## src/rtl/feedback2serial_tx.sv

```systemverilog
// feedback2serial_tx: snapshots the three motor feedback words and a status
// byte, then streams the frame FF FA M1h M1l M2h M2l M3h M3l ST CRCh CRCl 00
// through the UART TX byte handshake. CRC-16 (MSB-first) covers M1h..ST.
module feedback2serial_tx #(
  parameter logic [7:0]  HEADER1     = 8'hFF,
  parameter logic [7:0]  HEADER2     = 8'hFA,
  parameter logic [7:0]  TRAILER     = 8'h00,
  parameter logic [15:0] CRC_POLY    = 16'h1021,
  parameter logic [15:0] CRC_INIT    = 16'h0000,
  parameter int unsigned PERIOD_CLKS = 0
) (
  input  logic        iCLK,
  input  logic        iRst_n,
  input  logic        iSend,
  input  logic [15:0] iMotor1_fb,
  input  logic [15:0] iMotor2_fb,
  input  logic [15:0] iMotor3_fb,
  input  logic [7:0]  iStatus,
  input  logic        iTx_ready,
  output logic [7:0]  oTx_data,
  output logic        oTx_start,
  output logic        oBusy,
  output logic        oFrame_done,
  output logic [15:0] oCrc
);

  typedef enum logic [2:0] {
    S_IDLE,
    S_LOAD,
    S_ISSUE,
    S_GUARD,
    S_DONE
  } state_t;

  localparam logic [3:0] LAST_IDX = 4'd11;

  state_t      state_q, state_d;
  logic [3:0]  idx_q, idx_d;
  logic [15:0] crc_q, crc_d;
  logic [15:0] m1_q, m1_d;
  logic [15:0] m2_q, m2_d;
  logic [15:0] m3_q, m3_d;
  logic [7:0]  st_q, st_d;
  logic        pending_q, pending_d;
  logic [15:0] crc_out_q, crc_out_d;

  logic        tick;
  logic        req;
  logic        issue;
  logic [7:0]  byte_sel;

  // Fold one byte into the running CRC, MSB first.
  function automatic logic [15:0] crc_byte(input logic [15:0] c, input logic [7:0] b);
    logic [15:0] r;
    r = c;
    for (int unsigned i = 0; i < 8; i++) begin
      if (r[15] ^ b[7 - i]) r = {r[14:0], 1'b0} ^ CRC_POLY;
      else                  r = {r[14:0], 1'b0};
    end
    return r;
  endfunction

  // Free-running auto-send period counter; ticks on wrap.
  if (PERIOD_CLKS > 0) begin : g_tick
    localparam int unsigned CW = (PERIOD_CLKS > 1) ? $clog2(PERIOD_CLKS) : 1;
    logic [CW-1:0] cnt_q, cnt_d;
    logic          wrap;

    // Next count and wrap detection.
    always_comb begin
      wrap  = (cnt_q == CW'(PERIOD_CLKS - 1));
      cnt_d = wrap ? '0 : cnt_q + CW'(1);
    end

    // Counter register.
    always_ff @(posedge iCLK or negedge iRst_n) begin
      if (!iRst_n) cnt_q <= '0;
      else         cnt_q <= cnt_d;
    end

    assign tick = wrap;
  end else begin : g_no_tick
    assign tick = 1'b0;
  end

  // Manual request and periodic tick merge into a single request.
  assign req   = iSend | tick;
  assign issue = (state_q == S_ISSUE) && iTx_ready;

  // Byte selected by the current frame index.
  always_comb begin
    byte_sel = TRAILER;
    case (idx_q)
      4'd0:    byte_sel = HEADER1;
      4'd1:    byte_sel = HEADER2;
      4'd2:    byte_sel = m1_q[15:8];
      4'd3:    byte_sel = m1_q[7:0];
      4'd4:    byte_sel = m2_q[15:8];
      4'd5:    byte_sel = m2_q[7:0];
      4'd6:    byte_sel = m3_q[15:8];
      4'd7:    byte_sel = m3_q[7:0];
      4'd8:    byte_sel = st_q;
      4'd9:    byte_sel = crc_q[15:8];
      4'd10:   byte_sel = crc_q[7:0];
      default: byte_sel = TRAILER;
    endcase
  end

  // State and datapath registers.
  always_ff @(posedge iCLK or negedge iRst_n) begin
    if (!iRst_n) begin
      state_q   <= S_IDLE;
      idx_q     <= '0;
      crc_q     <= CRC_INIT;
      m1_q      <= '0;
      m2_q      <= '0;
      m3_q      <= '0;
      st_q      <= '0;
      pending_q <= 1'b0;
      crc_out_q <= '0;
    end else begin
      state_q   <= state_d;
      idx_q     <= idx_d;
      crc_q     <= crc_d;
      m1_q      <= m1_d;
      m2_q      <= m2_d;
      m3_q      <= m3_d;
      st_q      <= st_d;
      pending_q <= pending_d;
      crc_out_q <= crc_out_d;
    end
  end

  // Next-state and datapath update logic.
  always_comb begin
    state_d   = state_q;
    idx_d     = idx_q;
    crc_d     = crc_q;
    m1_d      = m1_q;
    m2_d      = m2_q;
    m3_d      = m3_q;
    st_d      = st_q;
    crc_out_d = crc_out_q;

    case (state_q)
      S_IDLE: begin
        if (req || pending_q) state_d = S_LOAD;
      end
      S_LOAD: begin
        m1_d    = iMotor1_fb;
        m2_d    = iMotor2_fb;
        m3_d    = iMotor3_fb;
        st_d    = iStatus;
        crc_d   = CRC_INIT;
        idx_d   = '0;
        state_d = S_ISSUE;
      end
      S_ISSUE: begin
        if (iTx_ready) begin
          idx_d = idx_q + 4'd1;
          if (idx_q >= 4'd2 && idx_q <= 4'd8) crc_d = crc_byte(crc_q, byte_sel);
          state_d = S_GUARD;
        end
      end
      S_GUARD: begin
        // idx already points past the byte just issued, so the trailer has
        // gone out once it exceeds LAST_IDX.
        state_d = (idx_q > LAST_IDX) ? S_DONE : S_ISSUE;
      end
      S_DONE: begin
        crc_out_d = crc_q;
        // A queued request starts the next frame straight away.
        state_d   = (req || pending_q) ? S_LOAD : S_IDLE;
      end
      default: state_d = S_IDLE;
    endcase

    // One-deep request queue: set while busy, consumed on entering LOAD.
    pending_d = pending_q;
    if (state_d == S_LOAD)                 pending_d = 1'b0;
    else if (req && (state_q != S_IDLE))   pending_d = 1'b1;
  end

  // Output decode from state.
  always_comb begin
    oTx_start   = issue;
    oTx_data    = issue ? byte_sel : '0;
    oBusy       = (state_q != S_IDLE);
    oFrame_done = (state_q == S_DONE);
    oCrc        = crc_out_q;
  end

endmodule
```

## config.mk

```make
export PLATFORM = sky130hd
export DESIGN_NAME = feedback2serial_tx
export DESIGN_NICKNAME = d
export VERILOG_FILES = /design/src/rtl/feedback2serial_tx.sv
export SDC_FILE = /design/constraint.sdc
export NUM_CORES = 1
export LEC_CHECK = 0
export BUFFER_PORTS_ARGS = -buffer_cell sky130_fd_sc_hd__buf_4
export CORE_ASPECT_RATIO = 2
export CORE_UTILIZATION = 45
export CTS_CLUSTER_DIAMETER = 80
export DETAILED_ROUTE_END_ITERATION = 10
export PLACE_DENSITY = 0.72
export SYNTH_ARGS = -nofsm -noshare
export SYNTH_HDL_FRONTEND = slang
export SYNTH_SLANG_ARGS = --single-unit
```

## constraint.sdc

```tcl
create_clock -name iCLK -period 3.1 [get_ports iCLK]
set_input_delay 0.465 -clock iCLK [delete_from_list [all_inputs] [get_ports iCLK]]
set_output_delay 0.465 -clock iCLK [all_outputs]
set_load 0.1 [all_outputs]
```

==> impl_results.md <==
* Routed vias/inst at ~5.3
* Rel. slew slack at roughly half
* Routability cong. at roughly 0.9
* Synth area leader: dfrtp_1
* Hold Buf Count CTS at 0
* Overall routed net length at approximately 12 mm
* RSZ-0062 raised after global routing: no
* Yosys cell types at between 50 and 60
* Number of enable flip-flop cells after synthesis at 0
* Routed wire per std cell at roughly 16 um
* Via count at just under 4k
* Syn_nets at 569
* Total Routing Usage GR at around a quarter
* Worst Skew at approximately 0.0085 ns
* Worst skew pair latency at 0.34 ns
* CTS Root Cell: clkbuf_16
* Largest family of logic cells by synthesized area: simple AND/OR/NAND/NOR gates
* Port buffer count at 86
* Initial Utilization at a little under half
* Fin crit share at 96.0%
* Remaining antenna violation count at 0
* Hold slack at approximately 0.18 ns
* WP data arrival at 2.51 ns
* Worst-case clock buffer depth at 2
* Post-synthesis sequential area ratio at about half
* CTS tree: built
* Simple-gate share of the synthesized area at 22.9%
* Overall Power at 8.04 mW
* Post-synthesis mux area share at a little over 5%
* Clock sinks at 96
* Worst Max-Slew Pin Slew at between 0.7 and 0.8 ns
* Final setup fails at 0
* Final setup TNS at 0 ns
* Vias in the first global route at around 3.8k
* Initial antenna violation count at 0
* WS Path Type: flip-flop to output pin
* Die Area at 11,000 sq um
* PwrDens at 1360 nW/um^2
* Placed Cells at a little over 700
* Critical path required time at approximately 2.6 ns
* Outcome: finished clean
* Final hold violations at 0
* Maxcap violations at 0
* Lkg Pwr at approximately 3 nW
* Final std cells w/o fill at slightly above 700
* Worst-path clk slew at about 0.070 ns
* Synth warn at 0
* Main synth FF type: dfrtp_1
* Die Ht at ~150 um
* DRT Pass-1 Iters at 4
* Largest net degree at the start of global routing at 61
* IO Pins at 87
* Mapped Avg Cell Area at around 9.4 sq um
* Diode count at 0
* Layout cell share with drive strength beyond 1 at between 20 and 30%
* Fin crit period at around 3 ns
* Cell count after synthesis at 505
* Max frequency at 336 MHz
* Startpoint types: flip-flop
* Top-count cell post-synth: nand2_1
* Most frequent cells after synthesis: nand2_1, dfrtp_1, clkbuf_1, nand3_1, o21ai_0
* Yosys top cell area share at 50.6%
* Post-DP HPWL at a little under 9 mm
* H-tree depth at 3
* Num CTS Buffers at 9
* Iteration-0 DRC Markers at ~240
* Drt drc at 0
* Core Box Area at a little over 10,000 sq um
* Die X at roughly 75 um
* Compound-Gate Fraction of Synth Area at between 10% and 20%
* #FFs+latches synth at 96
* Critical path peak fanout at 14
* Cell area after synthesis at around 4700 sq um
* Fraction of registers with async set/reset at between 90% and 100%
* Hold Path Class: input port to async pin
* Max-slew violation count at 0
* First-pass GRT wire length at a little under 20 mm
* CP Capture Type: output pin
* Post-synthesis adder-cell area fraction at 1.05%
* Largest cells by area after synthesis: dfrtp_1, nand2_1, mux2_2, xnor2_1, nand3_1
* Post-Synth XOR/XNOR Area at ~6.2%
* Maximum vdd drop at approximately 0.58 mV
* Grt total ovfl at 0
* Area growth, synth to finish at 24.6%
* # nets final at 651
* Num rows at 52
[stage by stage]
step	util, %	setup WS (ns)	instance area (sq um)
floorplan	-	0.0836	4760
global placement	54.4	0.374	5550
detailed placement	54.4	0.267	5550
CTS	57.6	0.0337	5880
global route	57.9	0.0288	5920
finish	57.9	0.125	5920
[cells in the final DEF, fill, tap and decap left out, types with 2 or more instances in the layout]
cell type / n
nor2b_1: 4
mux2i_1: 5
a22o_1: 6
a22oi_1: 5
nand4b_1: 2
o2bb2ai_1: 2
inv_1: 11
mux2_2: 17
xnor2_2: 3
dfrtp_1: 94
nand3_1: 22
ha_2: 4
clkbuf_16: 9
xnor2_1: 14
nand2b_1: 5
o21ai_0: 21
nor2_2: 5
xor2_1: 4
nand2_1: 174
a222oi_1: 3
nor4_2: 3
a32oi_1: 3
o21ai_1: 4
dfrtp_2: 2
and2_1: 4
nor2_1: 11
a211o_1: 3
buf_4: 102
a21oi_1: 9
nand3b_1: 8
and3_1: 2
nand4_1: 2
clkinvlp_4: 4
[cell families after synthesis]
logic type / after synthesis
DFF: 96
xor gates and xnor gates: 25
adders and majority gates: 4
and+or+nand+nor: 247
muxes: 22
buffers and inverters: 43
AOI/OAI and AO/OA: 68
[timing repair]
item | 4_1_cts | 5_1_grt
endpoints found under the setup margin | 4 | 5
buffers inserted | 0 | 3
pin swaps | 0 | 1
gates resized for setup | 5 | 4
[path summary, 6_finish.rpt]
| kind | startpoint | slack, ns | cells after the start | end |
|---|---|---|---|---|
| worst max-delay path | idx_q[1] | 0.12 | 7 | oTx_data[6] |
| worst min-delay path | iRst_n | 0.18 | 1 | state_q[2] |
| worst max register to register | idx_q[1] | 0.38 | 9 | crc_q[14] |
| worst min register to register | m2_q[4] | 0.47 | 2 | m2_q[4] |
| max in group asynchronous | iRst_n | 2.16 | 2 | m2_q[11] |
| min in group iCLK | iMotor1_fb[13] | 0.31 | 3 | m1_q[13] |
[area by class of cell]
cell class / instances / area [sq um]
repair buffers: 103 / 786
inverters: 11 / 41.3
well taps: 135 / 169
fillers: 961 / 4300
clock inverters: 6 / 68.8
flip-flops and latches: 96 / 2400
multi-input cells: 366 / 2210
clock buffers: 10 / 239
[critical path, stage by stage, from the launching register on]
cell and delay (ns):
dfrtp_1 0.41, buf_4 0.17, ha_2 0.27, a211o_1 0.29, a32o_1 0.24, a2111oi_4 0.41
nor2_1 0.12, buf_4 0.25
[flip-flops by register name, indices dropped and copies added (netlist names)]
name / flops
oCrc: 16
m2_q: 16
m1_q: 16
m3_q: 16
crc_q: 16
st_q: 8
idx_q: 4
pending_q: 1
state_q: 3
[per-layer routing]
metal / wire length [um] / GRT usage (%) / up-vias / share of wire (%)
met1: 4530 / 27.0 / 1846 / 38
met3: 434 / 3.70 / 29 / 3.7
met5: 0 / 0 / - / 0
met2: 6340 / 40.0 / 116 / 53
met4: 544 / 12.7 / 0 / 4.6
li1: - / - / 1854 / -
[power by group]
part | internal, mW | switching, mW
sequential | 1.83 | 0.544
combinational | 1.79 | 2.75
clock | 0.648 | 0.475
total | 4.27 | 3.77
Note: power is estimated with default switching activity, not from simulation.
